`config.mk`:
```
export PLATFORM = sky130hd
export DESIGN_NAME = uart_tx_arbiter
export DESIGN_NICKNAME = d
export VERILOG_FILES = /design/src/rtl/uart_tx_arbiter.sv
export SDC_FILE = /design/constraint.sdc
export NUM_CORES = 1
export LEC_CHECK = 0
export CORE_ASPECT_RATIO = 0.75
export CORE_MARGIN = 4
export CORE_UTILIZATION = 62
export DETAILED_ROUTE_END_ITERATION = 8
export DONT_BUFFER_PORTS = 1
export GPL_TIMING_DRIVEN = 1
export PLACE_DENSITY = 0.89
export SYNTH_ARGS = -nofsm -noshare
export SYNTH_HDL_FRONTEND = slang
export SYNTH_SLANG_ARGS = --single-unit
```
`constraint.sdc`:
```
create_clock -name clk -period 1.75 [get_ports clk]
set_input_delay 0.35 -clock clk [delete_from_list [all_inputs] [get_ports clk]]
set_output_delay 0.35 -clock clk [all_outputs]
set_load 0.01 [all_outputs]
```
`src/rtl/uart_tx_arbiter.sv`:
```
// uart_tx_arbiter: round-robin share of one uart_tx among NUM_REQ frame sources.
// Optional macro UART_ARB_ID_HDR_EN prefixes each frame with a grant_id header word.
module uart_tx_arbiter #(
    parameter int NUM_REQ       = 4,
    parameter int W_IN          = 16,
    parameter int BITS_PER_WORD = 8,
    localparam int ID_W         = (NUM_REQ > 1) ? $clog2(NUM_REQ) : 1
) (
    input  logic                          clk,
    input  logic                          rst,
    input  logic [NUM_REQ-1:0]            s_valid,
    input  logic [NUM_REQ-1:0][W_IN-1:0]  s_data,
    output logic [NUM_REQ-1:0]            s_ready,
    output logic                          m_valid,
    output logic [BITS_PER_WORD-1:0]      m_data,
    input  logic                          m_ready,
    output logic [ID_W-1:0]               grant_id,
    output logic                          busy
);

    localparam int NUM_WORDS = W_IN / BITS_PER_WORD;
    localparam int IDX_W     = (NUM_WORDS > 1) ? $clog2(NUM_WORDS) : 1;
    localparam logic [IDX_W-1:0] LAST_IDX = IDX_W'(NUM_WORDS - 1);

    if (NUM_REQ < 1) begin : g_bad_num_req
        $error("uart_tx_arbiter: NUM_REQ must be at least 1");
    end

    if ((W_IN % BITS_PER_WORD) != 0 || W_IN < BITS_PER_WORD) begin : g_bad_width
        $error("uart_tx_arbiter: W_IN must be a multiple of BITS_PER_WORD");
    end

`ifdef UART_ARB_ID_HDR_EN
    if (ID_W > BITS_PER_WORD) begin : g_bad_id_w
        $error("uart_tx_arbiter: grant_id does not fit in one header word");
    end

    typedef enum logic [1:0] {
        IDLE,
        SEND,
        HDR
    } state_t;
`else
    typedef enum logic {
        IDLE,
        SEND
    } state_t;
`endif

    state_t state_q, state_d;

    logic [ID_W-1:0]  ptr_q, ptr_d;
    logic [ID_W-1:0]  grant_q, grant_d;
    logic [IDX_W-1:0] idx_q, idx_d;
    logic             m_valid_q, m_valid_d;
    logic             busy_q, busy_d;

    logic [BITS_PER_WORD-1:0]                m_data_q, m_data_d;
    logic [NUM_WORDS-1:0][BITS_PER_WORD-1:0] buf_q, buf_d;

    logic [ID_W-1:0] win;
    logic [ID_W-1:0] cand;
    logic            found;
    logic            take;

    // Rotating priority search: first valid requester starting at ptr.
    always_comb begin
        win   = ptr_q;
        cand  = '0;
        found = 1'b0;
        for (int k = 0; k < NUM_REQ; k++) begin
            cand = ID_W'((int'(ptr_q) + k) % NUM_REQ);
            if (!found && s_valid[cand]) begin
                found = 1'b1;
                win   = cand;
            end
        end
    end

    // Grant is offered only in IDLE and never while reset is pending,
    // so a requester cannot lose a frame to a reset edge.
    always_comb begin
        s_ready = '0;
        if (!rst && state_q == IDLE && |s_valid) begin
            s_ready[win] = 1'b1;
        end
    end

    assign take = |(s_valid & s_ready);

    // Next-state and datapath for the frame serialiser.
    always_comb begin
        state_d   = state_q;
        ptr_d     = ptr_q;
        grant_d   = grant_q;
        idx_d     = idx_q;
        buf_d     = buf_q;
        m_valid_d = m_valid_q;
        m_data_d  = m_data_q;
        busy_d    = busy_q;

        unique case (state_q)
            IDLE: begin
                if (take) begin
                    buf_d     = s_data[win];
                    grant_d   = win;
                    ptr_d     = ID_W'((int'(win) + 1) % NUM_REQ);
                    idx_d     = '0;
                    busy_d    = 1'b1;
                    m_valid_d = 1'b1;
`ifdef UART_ARB_ID_HDR_EN
                    state_d   = HDR;
                    m_data_d  = BITS_PER_WORD'(win);
`else
                    state_d   = SEND;
                    m_data_d  = s_data[win][BITS_PER_WORD-1:0];
`endif
                end
            end
`ifdef UART_ARB_ID_HDR_EN
            HDR: begin
                if (m_ready) begin
                    state_d  = SEND;
                    idx_d    = '0;
                    m_data_d = buf_q[0];
                end
            end
`endif
            SEND: begin
                if (m_ready) begin
                    if (idx_q == LAST_IDX) begin
                        state_d   = IDLE;
                        busy_d    = 1'b0;
                        m_valid_d = 1'b0;
                    end else begin
                        idx_d    = idx_q + 1'b1;
                        m_data_d = buf_q[idx_q + 1'b1];
                    end
                end
            end
            default: begin
                state_d = IDLE;
            end
        endcase
    end

    // State and datapath registers; reset discards any frame in flight.
    always_ff @(posedge clk) begin
        if (rst) begin
            state_q   <= IDLE;
            ptr_q     <= '0;
            grant_q   <= '0;
            idx_q     <= '0;
            buf_q     <= '0;
            m_valid_q <= 1'b0;
            m_data_q  <= '0;
            busy_q    <= 1'b0;
        end else begin
            state_q   <= state_d;
            ptr_q     <= ptr_d;
            grant_q   <= grant_d;
            idx_q     <= idx_d;
            buf_q     <= buf_d;
            m_valid_q <= m_valid_d;
            m_data_q  <= m_data_d;
            busy_q    <= busy_d;
        end
    end

    assign m_valid  = m_valid_q;
    assign m_data   = m_data_q;
    assign grant_id = grant_q;
    assign busy     = busy_q;

endmodule

```
[Yosys cells after proc, flatten, opt, wreduce, memory -nomap -nowiden]
Index checks and enable logic that the tools add are counted.
Storage, ports and cells
  bits in writable memories: 0
  input port bits: 71
  ROM bits: 0
  latch bits: 0
  bits in registers: 31
  word-level logic and storage cells: 79
  memories kept: 0
Operators by class
  div/mod/pow operators: 0
  add/sub/neg operators: 5
  $lt $le $gt $ge: 7
  bitwise operators: 2
  mux-type cells: 37
  equality and inequality tests: 4
  $mul: 0
  reduce and logical (&&, ||, !) cells: 16
  shift-type cells: 0
Operators with widths (count)
  8-bit 2-to-1 mux: 5
  16-bit binary-select mux with 2-bit select: 1
  1-bit 2-to-1 mux: 17
  16-bit 2-to-1 mux: 1
  8-bit case mux with 2 select lines: 1
  2-bit by 3-bit less-than comparator with 1-bit output (second input constant): 5
  1-bit binary-select mux with 2-bit select: 4
  4-bit OR reduction: 2
  1-bit logical AND: 6
  2-bit 2-to-1 mux: 3
  2-bit != test (second input constant): 3
  1-bit case mux with 2 select lines: 3
  3-bit AND reduction: 2
  2-bit by 1-bit adder with 2-bit output (second input constant): 2
  2-bit adder (second input constant): 2
  4-bit bitwise AND: 1
  1-bit logical NOT: 4
  4-bit 2-to-1 mux: 1
  2-bit AND reduction: 2
  1-bit demux with 2-bit select: 1
  2-bit by 1-bit >= comparator with 1-bit output (second input constant): 1
  1-bit by 2-bit less-than comparator with 1-bit output (second input constant): 1
  2-bit by 1-bit != test with 1-bit output (second input constant): 1
  1-bit adder (second input constant): 1
  1-bit NOT: 1

[Longest topological paths before layout]
Gate-level depths: netlist (run 1).
  word-level depth: 21
  mapped depth: 7

[Worst setup path after synthesis (run 1)]
Ideal clock, no wire load.
  path type: input to output
  start: input s_valid[0]
  end: output s_ready[2]
  stages on the path: 7
  arrival time: 1.437 ns
  data required time: 1.400 ns
  setup slack: -0.037 ns
  cells stage by stage: nor2b_2 -> nor4_2 -> or2_1 -> buf_6 -> nand2_4 -> buf_6 -> nor2_1
Between the ends
  longest elaborated chain between the ends: 17
  elaborated cells between the ends (all ways): 28
  those cells by class: 2 x order compare; 17 x mux; 9 x reduce/logical
RTL lines
  start, declared: RTL line 11  | input logic [NUM_REQ-1:0] s_valid,
  1-bit binary-select mux with 2-bit select: RTL line 73  | if (!found && s_valid[cand]) begin
  1-bit 2-to-1 mux (not written as such): RTL line 73
  1-bit 2-to-1 mux: RTL line 73
  1-bit logical NOT: RTL line 73
  1-bit logical AND: RTL line 73
  1-bit 2-to-1 mux: RTL line 73
  1-bit logical NOT: RTL line 73
  1-bit logical AND: RTL line 73
  1-bit 2-to-1 mux: RTL line 73
  1-bit logical NOT: RTL line 73
  1-bit logical AND: RTL line 73
  2-bit 2-to-1 mux: RTL line 73
  2-bit by 3-bit less-than comparator with 1-bit output (not written as such) or 2-bit by 1-bit >= comparator with 1-bit output (tied branches): RTL line 85  | s_ready[win] = 1'b1;
  1-bit logical AND (not written as such): RTL line 85
  1-bit 2-to-1 mux (not written as such): RTL line 85
  1-bit demux with 2-bit select: RTL line 85
  4-bit 2-to-1 mux (*): RTL line 84  | if (!rst && state_q == IDLE && |s_valid) begin
  end, declared: RTL line 13  | output logic [NUM_REQ-1:0] s_ready,
Every way passes the cells marked *; elsewhere a longest branch is shown, timed or not. The select of a mux whose other input is x is not followed.

[Final worst setup path (run 1)]
  start: register ptr_q[1]
  end: output s_ready[1]
Between the ends
  longest elaborated chain between the ends: 17
  elaborated cells between the ends (all ways): 29
  those cells by class: 3 x add/sub; 2 x order compare; 17 x mux; 7 x reduce/logical
RTL lines
  start, declared: RTL line 52  | logic [ID_W-1:0] ptr_q, ptr_d;
  start signal, assigned: RTL line 160  | ptr_q <= ptr_d;
  branches (longest 11 deep; another with 2-bit by 1-bit adder with 2-bit output)
  2-bit 2-to-1 mux (*): RTL line 73
  2-bit by 3-bit less-than comparator with 1-bit output (not written as such) or 2-bit by 1-bit >= comparator with 1-bit output (tied branches): RTL line 85
  1-bit logical AND (not written as such): RTL line 85
  1-bit 2-to-1 mux (not written as such): RTL line 85
  1-bit demux with 2-bit select (*): RTL line 85
  4-bit 2-to-1 mux (*): RTL line 84
Mark *: on every way between the ends. The select of a mux whose other input is x is not followed.

==> results.toml, run 1 <==
[outcome]
status = "finished, violations left"
violations = "setup timing"

[timing]
rsz0062_at_grt = "true"
tightest_slew_ps = 529.4
hold_violations = 0
min_period_ps = 1904
finalWorstSetupSlack_ps = -153.6
post-route-period-util_pct = 108.8
max_freq_mhz = 525.3
report.final.slew_viol_count = 0
setup_tns_ps = -487.7
relSlewSlack_pct = 64.60
clock_skew_ps = 5.835
fin_hold_ws_ps = 70.75
setup_viol = 4

[floorplan]
core.rowCount = 15
num_io_pins = 87
start_util_pct = 67.19
chipHeight_um = 52.02
die_area_um2 = 3469
die_w_um = 66.69
core_area_um2 = 2384

[synthesis]
syn_area_um2 = 1602
synth-main-ff-cell = "dfxtp_1"
synthCells = 178
yosys_warnings = 0
synthTopCellsByCount = "mux2i_1 (24), dfxtp_1 (23), a211oi_1 (18), and4_1 (16), nor2_1 (11)"
syn-num-nets = 249
yosysUniqueCellTypes = 38
syn_area_per_cell_um2 = 8.997
yosysTopAreaCell = "dfxtp_1"
yosysSeqAreaShare_pct = 28.75
async_flop_share_pct = 0
synth.area.top_cells = "dfxtp_1 (29%), mux2i_1 (15%), and4_1 (8.8%)"
synth_top_area_share_pct = 28.75
synth_edf_count = 0
synth-seq-cells = 23
yosysMostFrequentCell = "mux2i_1"

[clock_network]
htreeDepth = 1
tritoncts = "built"
numCtsBuffers = 3
clk_pin_slew_ps = 120
clk_latency_ps = 320
ctsLongestPathBuffers = 2
cts.sinks = 23
cts_root_buf = "clkbuf_4"
hold_buffers = 0

[layout]
syn_to_final_growth_pct = 11.48
n_antenna_cell = 0
final_nets = 252
drive_gt1_share_pct = 21.67
final_util_pct = 74.91

[setup_path]
startpoint_type = "flip-flop"
cp_slowest_cell = "dfxtp_4"
critPathKind = "flip-flop to output pin"
cp_max_fo = 4
ff2ff_setup_slack_ps = 80
cp-end-kind = "output pin"
worstPathRequired_ps = 1400
critical-path-max-stage-delay_ps = 380
worstPathCellList = "nor3_4 > nor4_4 > buf_4 > nor2_4 > nand2_4 > nor2_1 > buf_4"
worst_path_most_repeated_cell = "buf_4"
crit_arrival_ps = 1550

[hold_path]
hold_class = "input pin to flip-flop"

[route]
via_per_inst = 6.818
wl_um = 4404
drt_iter0_markers = 62
routedWlPerCell_um = 20.58
ant_nets = 0
first_pass_iters = 4
drc_errors = 0
vias = 1459

[global_route]
antenna_found_initial = 0
met2_usage_pct = 42.93
gr-usage-met3_pct = 7.775
grt_use_total_pct = 25.49
grt_max_degree = 23
grt_busiest_layer = "met2"
grtUsageMet1_pct = 29.66
grt_pass1_wl_um = 6706
grt_pass1_vias = 1505
overflow = 0

[place]
io_buffers = 0
gp_congestion = 0.8012
hpwl_um = 3366

[pwr]
total_power_mw = 1.363
peakVddDrop_v = 0.0004858
p_leak_nw = 0.7318
powerDensity_nw_per_um2 = 763.5

[run]
drv_cap = 0
## per-stage QoR
step | cell area (um2) | instances | worst slack, ps
5_1_grt | 1785 | 214 | -257.7
6_report | 1785 | 214 | -153.6
4_1_cts | 1733 | 214 | -150.1
3_3_place_gp | 1647 | 205 | 81.64
3_5_place_dp | 1647 | 205 | -11.57
2_1_floorplan | 1602 | 178 | -37.46
## cells by family (layout without fill, tap and decap cells)
group	count (synthesis)	count (layout)	share of synthesized area [%]
buffers and inverters	21	23	6.953
flip-flops	23	23	28.75
XOR/XNOR	1	1	0.5470
AO/OA/AOI/OAI	50	50	23.83
AND/OR/NAND/NOR	59	59	24.92
multiplexers	24	24	15.00
## sequential cells by signal, indices dropped and copies added (netlist names)
register,flops
idx_q,1
ptr_q,2
state_q,1
busy,1
buf_q,8
m_data,8
grant_id,2
## layout make-up
cell class | count | area (um2)
sequential | 23 | 467.9
multi-input combinational | 134 | 1094
tap | 34 | 42.54
clock buffer | 4 | 26.28
inverter | 1 | 3.754
timing repair buffer | 18 | 151.4
fill | 185 | 598.1
## critical path: cells and delay by family, from the launching register on
kind	cells	cell delay, ps
buffers and inverters	2	270
flip-flops	1	380
AND/OR/NAND/NOR	5	570
## routing by layer
metal	share of wire (%)	up-vias
li1	-	697
met1	38	705
met2	53	51
met3	7.2	6
met4	1.4	0
met5	0	-
## placed cells by master, fill, tap and decap left out, types with 2 or more instances in the layout
cell      Yosys  routed
a211oi_1     18      16
a211oi_2      0       2
a21oi_1       3       3
and4_1       16      16
buf_4         2      16
clkbuf_4      0       3
dfxtp_1      23      21
dfxtp_4       0       2
mux2i_1      24      24
nand2_1       5       5
nand2_4       1       2
nand3b_1      9       9
nor2_1       11       9
nor2_2        2       2
nor2_4        0       2
nor2b_1       3       2
nor2b_4       0       2
o21ai_0       8       8
o221ai_1      8       8
o32ai_1       8       8
## what timing repair did
action	4_1_cts	5_1_grt
pin swaps	4	3
resized for setup	7	12
setup buffers	5	1
endpoints found under the setup margin	4	9
## path summary, 6_finish.rpt
kind                                   end  cells past startpoint                      from
hold reg to reg   grant_id[1]$_SDFFE_PP0P_                      2  grant_id[1]$_SDFFE_PP0P_
setup / recovery                s_ready[1]                      7     ptr_q[1]$_SDFFE_PP0P_
setup reg to reg    m_data[3]$_SDFFE_PP0P_                      8     ptr_q[0]$_SDFFE_PP0P_
hold / removal       ptr_q[1]$_SDFFE_PP0P_                      1                       rst
## where the power goes
group	switching, mW	total [mW]	leakage, nW	internal (mW)
sequential	0.0723	0.661	0.192	0.589
clock	0.162	0.251	0.0150	0.0893
combinational	0.230	0.451	0.525	0.221
total	0.464	1.36	0.732	0.899
Power figures use the tool's default switching activity.
==> run 2: changes to the inputs <==
clock period = 1.83 ns   (was 1.75 ns; I/O delays follow)
==> results.toml, run 2 (synthesis gave the netlist of run 1 again) <==
[outcome]
status = "finished, violations left"
violations = "setup timing"

[clock_network]
clk_pin_slew_ps = 130
ctsLongestPathBuffers = 2
htreeDepth = 1
cts.sinks = 23
clk_latency_ps = 320
hold_buffers = 0
cts_root_buf = "clkbuf_4"
tritoncts = "built"
numCtsBuffers = 3

[layout]
multiInputGateArea_um2 = 1086
register_area_um2 = 467.9
final_nets = 249
drive_gt1_share_pct = 20.34
n_antenna_cell = 0
final_cell_mix = "mux2i_1 (24), dfxtp_1 (21), a211oi_1 (18)"
fillers = 183
final_common_cell = "mux2i_1"
syn_to_final_growth_pct = 9.375
fin_cells = 211

[setup_path]
r2r_cells = 6
critical-path-max-stage-delay_ps = 390
worstPathRequired_ps = 1460
cp-end-kind = "output pin"
worstPathCellList = "and3b_2 > nor4_4 > buf_4 > nor2_4 > nand2_2 > nor2_1 > buf_4"
crit_arrival_ps = 1600
ff2ff_setup_slack_ps = 160
regToRegEndpoint = "m_data[6]$_SDFFE_PP0P_"
cp_max_fo = 5
startpoint_type = "flip-flop"
critPathKind = "flip-flop to output pin"
r2r_start = "ptr_q[0]$_SDFFE_PP0P_"
cp_slowest_cell = "dfxtp_4"
worst_path_most_repeated_cell = "buf_4"

[timing]
min_period_ps = 1964
hold_violations = 0
finalWorstSetupSlack_ps = -134.4
post-route-period-util_pct = 107.3
tightest_slew_ps = 505.4
relSlewSlack_pct = 66.21
setup_viol = 4
clock_skew_ps = 8.126
report.final.slew_viol_count = 0
max_freq_mhz = 509.1
rsz0062_at_grt = "true"

[route]
vias = 1468
drc_errors = 0
ant_nets = 0
first_pass_iters = 4
drt_iter0_markers = 57
via_per_inst = 6.957
routedWlPerCell_um = 20.06
wl_um = 4233

[pwr]
powerDensity_nw_per_um2 = 738.0
peakVddDrop_v = 0.0005361
p_leak_nw = 0.6972

[global_route]
antenna_found_initial = 0
grt_max_degree = 35
overflow = 0
grt_pass1_vias = 1477
grt_pass1_wl_um = 6561
grt_use_total_pct = 24.36

[hold_path]
hold_class = "input pin to flip-flop"
min_to = "ptr_q[1]$_SDFFE_PP0P_"
min_from = "rst"
min_path_cells = 1

[floorplan]
num_io_pins = 87
start_util_pct = 67.19
core.rowCount = 15
die_w_um = 66.69
chipHeight_um = 52.02
core_area_um2 = 2384
die_area_um2 = 3469

[place]
dp.cells = 203
hpwl_um = 3218
gp_congestion = 0.7877
io_buffers = 0
place_worst_setup_slack_ps = 37.62

[run]
drv_cap = 0
[run 2: cell types whose count changed in the layout (fill, tap and decap cells not counted), moves of 2 or more]
cell	delta
buf_4	-2
a211oi_2	-2
nand2_4	-2
a211oi_1	+2
[run 2: layout make-up]
| type | instances | share of cell area [%] |
|---|---|---|
| Sequential cell | 23 | 26.71 |
| Multi-Input combinational cell | 134 | 62.00 |
| Clock buffer | 4 | 1.500 |
| Timing Repair Buffer | 15 | 7.143 |
| Inverter | 1 | 0.2143 |
| Tap cell | 34 | 2.429 |
[run 2: power breakdown]
part           switching [mW]  internal (mW)
Clock                   0.159         0.0854
Sequential             0.0700          0.563
Combinational           0.215          0.201
[run 2: layer usage]
metal	global-route usage, %	part of all wire (%)	vias to the layer above
li1	-	-	694
met1	28.01	39	705
met2	44.90	53	65
met3	7.343	7.8	4
met4	4.054	0.50	0
met5	0	0	-
[run 2: metrics by stage]
step	util (%)	hold WS, ps	setup TNS (ps)	area [um2]	power (mW)
after floorplan	-	449.3	0	1602	0.9477
final	73.49	84.84	-298.2	1752	1.293
after detailed placement	68.45	439.3	0	1632	1.022
after global routing	73.49	84.00	-485.8	1752	1.350
after CTS	73.39	91.39	-256.8	1749	1.287
after global placement	68.45	436.8	0	1632	1.001
[run 2: worst max-delay path by stage]
stage	depth (start not counted)	startpoint	end	slack, ps
CTS	7	ptr_q[1]$_SDFFE_PP0P_	s_ready[1]	-120
floorplan	7	s_valid[0]	s_ready[2]	10
global route	7	ptr_q[1]$_SDFFE_PP0P_	s_ready[1]	-170
global placement	6	s_valid[0]	s_ready[3]	80
finish	7	ptr_q[1]$_SDFFE_PP0P_	s_ready[1]	-130
detailed placement	6	s_valid[0]	s_ready[3]	40
[run 2: what timing repair did]
item	in CTS	in global routing
pin swaps	0	2
gates resized for setup	16	1
buffers inserted	4	0
endpoints found under the setup margin	4	4
[run 2: critical path, delay by kind of cell, from the launching register on]
family / cells / cell delay [ps]
flip-flops: 1 / 390
AND/OR/NAND/NOR: 5 / 580
buffers and inverters: 2 / 310
